[config.mk]
export PLATFORM = sky130hd
export DESIGN_NAME = pa_f_spsram_ctrl
export DESIGN_NICKNAME = d
export VERILOG_FILES = /design/src/rtl/pa_f_spsram_ctrl.sv
export SDC_FILE = /design/constraint.sdc
export NUM_CORES = 1
export LEC_CHECK = 0
export BUFFER_PORTS_ARGS = -buffer_cell sky130_fd_sc_hd__buf_2
export CORE_MARGIN = 2
export CORE_UTILIZATION = 39
export CTS_BUF_LIST = sky130_fd_sc_hd__clkbuf_8
export DETAILED_ROUTE_END_ITERATION = 7
export PLACE_DENSITY_LB_ADDON = 0.3
export SLEW_MARGIN = 5
export SYNTH_ARGS = -nofsm -noshare
export SYNTH_HDL_FRONTEND = slang
export SYNTH_SLANG_ARGS = --single-unit
[constraint.sdc]
create_clock -name CLK -period 1.54 [get_ports CLK]
set_input_delay 0.154 -clock CLK [delete_from_list [all_inputs] [get_ports CLK]]
set_output_delay 0.154 -clock CLK [all_outputs]
set_load 0.02 [all_outputs]
[src/rtl/pa_f_spsram_ctrl.sv]
// Initiator-side controller for a single-port SRAM macro (A/CEN/GWEN/WEN/D/Q,
// enables active-low, Q valid the cycle after a read and held until the next
// access). Zero-fills the array after reset, then serves read/write requests
// over valid/ready, returning read data on a valid/ready response channel.
module pa_f_spsram_ctrl #(
  parameter int ADDR_WIDTH = 5,
  parameter int DATA_WIDTH = 4,
  parameter bit INIT_EN    = 1'b1
) (
  input  logic                  CLK,
  input  logic                  RST,
  input  logic                  req_vld,
  output logic                  req_rdy,
  input  logic                  req_wr,
  input  logic [ADDR_WIDTH-1:0] req_addr,
  input  logic [DATA_WIDTH-1:0] req_wdata,
  input  logic [DATA_WIDTH-1:0] req_wmask,
  output logic                  rsp_vld,
  input  logic                  rsp_rdy,
  output logic [DATA_WIDTH-1:0] rsp_rdata,
  output logic                  init_done,
  output logic [ADDR_WIDTH-1:0] sram_a,
  output logic                  sram_cen,
  output logic                  sram_gwen,
  output logic [DATA_WIDTH-1:0] sram_wen,
  output logic [DATA_WIDTH-1:0] sram_d,
  input  logic [DATA_WIDTH-1:0] sram_q
);

  typedef enum logic {S_INIT = 1'b0, S_RUN = 1'b1} state_e;

  localparam logic [ADDR_WIDTH-1:0] LAST_ADDR = '1;

  state_e                  state_q, state_d;
  logic [ADDR_WIDTH-1:0]   cnt_q, cnt_d;
  logic                    init_done_q, init_done_d;
  logic                    rsp_vld_q, rsp_vld_d;
  logic                    accept;

  // The SRAM holds Q until the next access, and no access issues while a
  // response is stalled, so read data is a straight pass-through.
  assign rsp_rdata = sram_q;
  assign rsp_vld   = rsp_vld_q;
  assign init_done = init_done_q;

  // State registers with synchronous reset.
  always_ff @(posedge CLK) begin
    if (RST) begin
      state_q     <= S_INIT;
      cnt_q       <= '0;
      init_done_q <= 1'b0;
      rsp_vld_q   <= 1'b0;
    end else begin
      state_q     <= state_d;
      cnt_q       <= cnt_d;
      init_done_q <= init_done_d;
      rsp_vld_q   <= rsp_vld_d;
    end
  end

  // Next-state and SRAM pin drive; idle pins are the default, and reset
  // forces idle so nothing reaches the macro while RST is high.
  always_comb begin
    state_d     = state_q;
    cnt_d       = cnt_q;
    init_done_d = init_done_q;
    rsp_vld_d   = rsp_vld_q;
    req_rdy     = 1'b0;
    accept      = 1'b0;
    sram_cen    = 1'b1;
    sram_gwen   = 1'b1;
    sram_wen    = '1;
    sram_a      = '0;
    sram_d      = '0;
    if (!RST) begin
      case (state_q)
        S_INIT: begin
          if (INIT_EN) begin
            // One zero write per cycle, address = sweep counter.
            sram_cen  = 1'b0;
            sram_gwen = 1'b0;
            sram_wen  = '0;
            sram_a    = cnt_q;
            cnt_d     = cnt_q + 1'b1;
            if (cnt_q == LAST_ADDR) begin
              state_d     = S_RUN;
              init_done_d = 1'b1;
            end
          end else begin
            state_d     = S_RUN;
            init_done_d = 1'b1;
          end
        end
        S_RUN: begin
          // Block new accesses only while a response is stalled.
          req_rdy = !(rsp_vld_q && !rsp_rdy);
          accept  = req_vld && req_rdy;
          if (accept) begin
            sram_cen  = 1'b0;
            sram_a    = req_addr;
            sram_gwen = !req_wr;
            sram_wen  = req_wr ? ~req_wmask : '1;
            sram_d    = req_wdata;
          end
          // A read accepted on the handshake cycle keeps rsp_vld high.
          if (accept && !req_wr) rsp_vld_d = 1'b1;
          else if (rsp_rdy)      rsp_vld_d = 1'b0;
        end
        default: state_d = S_INIT;
      endcase
    end
  end

endmodule
==> qor.csv <==
stage;metric;value;unit
run_status;status;finished, final reports clean;
timing;relSlewSlack;79.87;%
worst_setup_path;end_kind;output port;
timing;drv_slew;0;
cells_and_area;antenna_cells;0;
floorplanning;dieArea;0.001742;mm2
yosys;synth.area.mux_share;3.604;%
timing;timing.final.ws_setup;0.1132;ns
floorplanning;die-width;41.74;um
drt;dr.first_iter.drc_count;2;
drt;vias;555;
place;placed_area;710.7;um2
yosys;synth_cells;64;
yosys;synthSimpleGateAreaFrac;35.14;%
yosys;synth-xor-area-share;4.730;%
timing;period_needed;1.427;ns
clock_tree;post_cts_buffers;0;
timing;max_freq;0.7009;GHz
clock_tree;insertion_delay;0.23;ns
clock_tree;clockBufferDepth;2;
timing;skew;0.005171;ns
yosys;synth_compound_gate_area_share;14.19;%
power;p_per_area;749.4;mW/mm2
yosys;synth_cell_types;26;
place;place.gp.congestion;0.7324;
worst_setup_path;cp_max_fo;7;
yosys;post-synth-top-count-cell;nor2_1;
global_route;grt_use_total;14.44;%
floorplanning;die_h;41.74;um
worst_setup_path;worst_ep_required_time;1.39;ns
clock_tree;cts_resized;0;
cells_and_area;final_area;755.7;um2
cells_and_area;fin_nets;123;
floorplanning;core;0.001318;mm2
drt;drtAntennaViolNets;0;
cells_and_area;area_delta_synth_final;36.04;%
global_route;grt_pass1_wl;2014;um
drt;dr.pass1.iters;4;
yosys;synth_area;555.5;um2
power;leakage;0.4168;nW
yosys;ys_seq_area_share;28.83;%
timing;tightest_slew;0.3019;ns
clock_tree;path_clk_slew;0.04;ns
clock_tree;cts_buffers;3;
floorplanning;start_util;42.17;%
cells_and_area;final_core_util;57.36;%
global_route;grt_pass1_vias;500;
clock_tree;postCtsHoldBufs;0;
drt;routed_wl;1133;um
yosys;netlist_top_cells_count;nor2_1 (10), dfxtp_1 (8), a21oi_1 (7);
yosys;avgSynthCellArea;8.680;um2
timing;setup_viol;0;
yosys;synth_top_cell_area_share;28.83;%
job;max-cap-violations;0;
clock_tree;cts_root_buffer;clkbuf_8;
floorplanning;num_rows;13;
floorplanning;ioPinCount;44;
drt;drt_drc_violations_left;0;
timing;finalCritPeriodShare;92.65;%
clock_tree;htree_levels;1;
yosys;synth_edf_count;0;
global_route;antenna_found_initial;0;
hold_path;min_path_type;in2reg;
worst_setup_path;critPathLaunchType;register;
yosys;synth_fp_nets;88;
power;ir_drop;0.4502;mV
yosys;ys_warn_count;0;
yosys;ys.flop_type;dfxtp_1;
clock_tree;cts_tree;yes;
worst_setup_path;cp.arrival;1.27;ns
yosys;synth_area_leaders;dfxtp_1 (29%), nor2_1 (6.8%), a21oi_1 (6.3%);
drt;wl_per_cell;10.12;um
clock_tree;cts_sinks;8;
worst_setup_path;critical_path_class;reg2out;
yosys;synth-async-reset-ratio;0;%
place;place_ws;0.2406;ns
place;place.detailed.hpwl;932.1;um
global_route;overflow;0;
timing;hold_violations;0;
yosys;synthAdderAreaFrac;4.505;%
yosys;synth-seq-cells;8;
yosys;yosysTopAreaCell;dfxtp_1;
global_route;grt_max_degree;16;
place;io_buffers;35;
cells_and_area;drive_gt1_share;49.48;%
drt;viasPerCell;4.955;
yosys;synth_top_family_by_area;simple AND/OR/NAND/NOR gates;
worst_setup_path;regToRegSetupSlack;0.24;ns
==> per-stage QoR <==
step / TNS (ns) / hold slack, ns / power, mW / cells
after detailed placement: 0 / 0.3081 / 0.3222 / 109
after CTS: 0 / 0.2662 / 0.5736 / 112
after global routing: -0.0002742 / 0.2647 / 0.5998 / 112
after floorplan: 0 / 0.3483 / 0.2939 / 64
final: 0 / 0.2641 / 0.5663 / 112
after global placement: 0 / 0.3081 / 0.3212 / 109
==> power by group <==
group	internal (mW)	switching, mW	leakage (nW)
clock network	0.169	0.0794	0.0216
logic	0.0410	0.0508	0.330
registers	0.215	0.0109	0.0656
total	0.425	0.141	0.417
==> routing by layer <==
layer  track usage, %  share of wire [%]
met1            15.26                 40
met2            23.75                 44
met3            7.826                 13
met4            5.806                2.0
met5                0                  0
==> cell usage in the layout (no fill, tap or decap) <==
cell	instances
buf_2	35
nor2_1	10
a21oi_1	7
dfxtp_1	7
and2_1	4
nand2_1	4
a22o_1	3
clkbuf_8	3
nand4b_1	2
mux2i_1	2
xor2_1	2
ha_1	2
nor2b_4	1
nand2_2	1
nor3_4	1
nor3_2	1
nor2_2	1
inv_1	1
and3_1	1
nand2b_1	1
a21o_2	1
nor3_1	1
nand4b_4	1
a2bb2oi_1	1
and2b_2	1
xnor2_1	1
buf_4	1
dfxtp_2	1
==> worst paths after layout <==
check | from | to | cells after the start
setup / recovery | rsp_vld$_SDFFE_PP0P_ | sram_a[3] | 4
hold / removal | req_wr | rsp_vld$_SDFFE_PP0P_ | 3
setup reg to reg | cnt_q[0]$_SDFFE_PP0N_ | cnt_q[4]$_SDFFE_PP0N_ | 5
hold reg to reg | init_done$_SDFFE_PP0P_ | init_done$_SDFFE_PP0P_ | 2
==> kinds of logic (layout without fill, tap and decap cells) <==
logic type	after synthesis	count (layout)
buf+inv	7	40
simple gates	30	30
fa+ha+maj	2	2
mux	2	2
flops	8	8
xor+xnor	3	3
compound gates	12	12
==> sequential cells by signal, indices dropped and copies added, names as in the netlist <==
signal     count
init_done      1
rsp_vld        1
cnt_q          5
state_q        1
==> critical path, stage by stage, from the launching register on <==
cell and delay, ns:
dfxtp_1 0.35, nor2b_4 0.24, nor3_4 0.07, a22o_1 0.23, buf_2 0.15
==> final cells by class <==
type	instances	area (um2)
sequential	8	161.4
timing repair buffer	36	182.7
fill	128	561.8
inverter	1	3.754
multi-input combinational	49	347.8
tap	15	18.77
clock buffer	3	41.29
No activity file was read; power rests on OpenSTA's default activity.
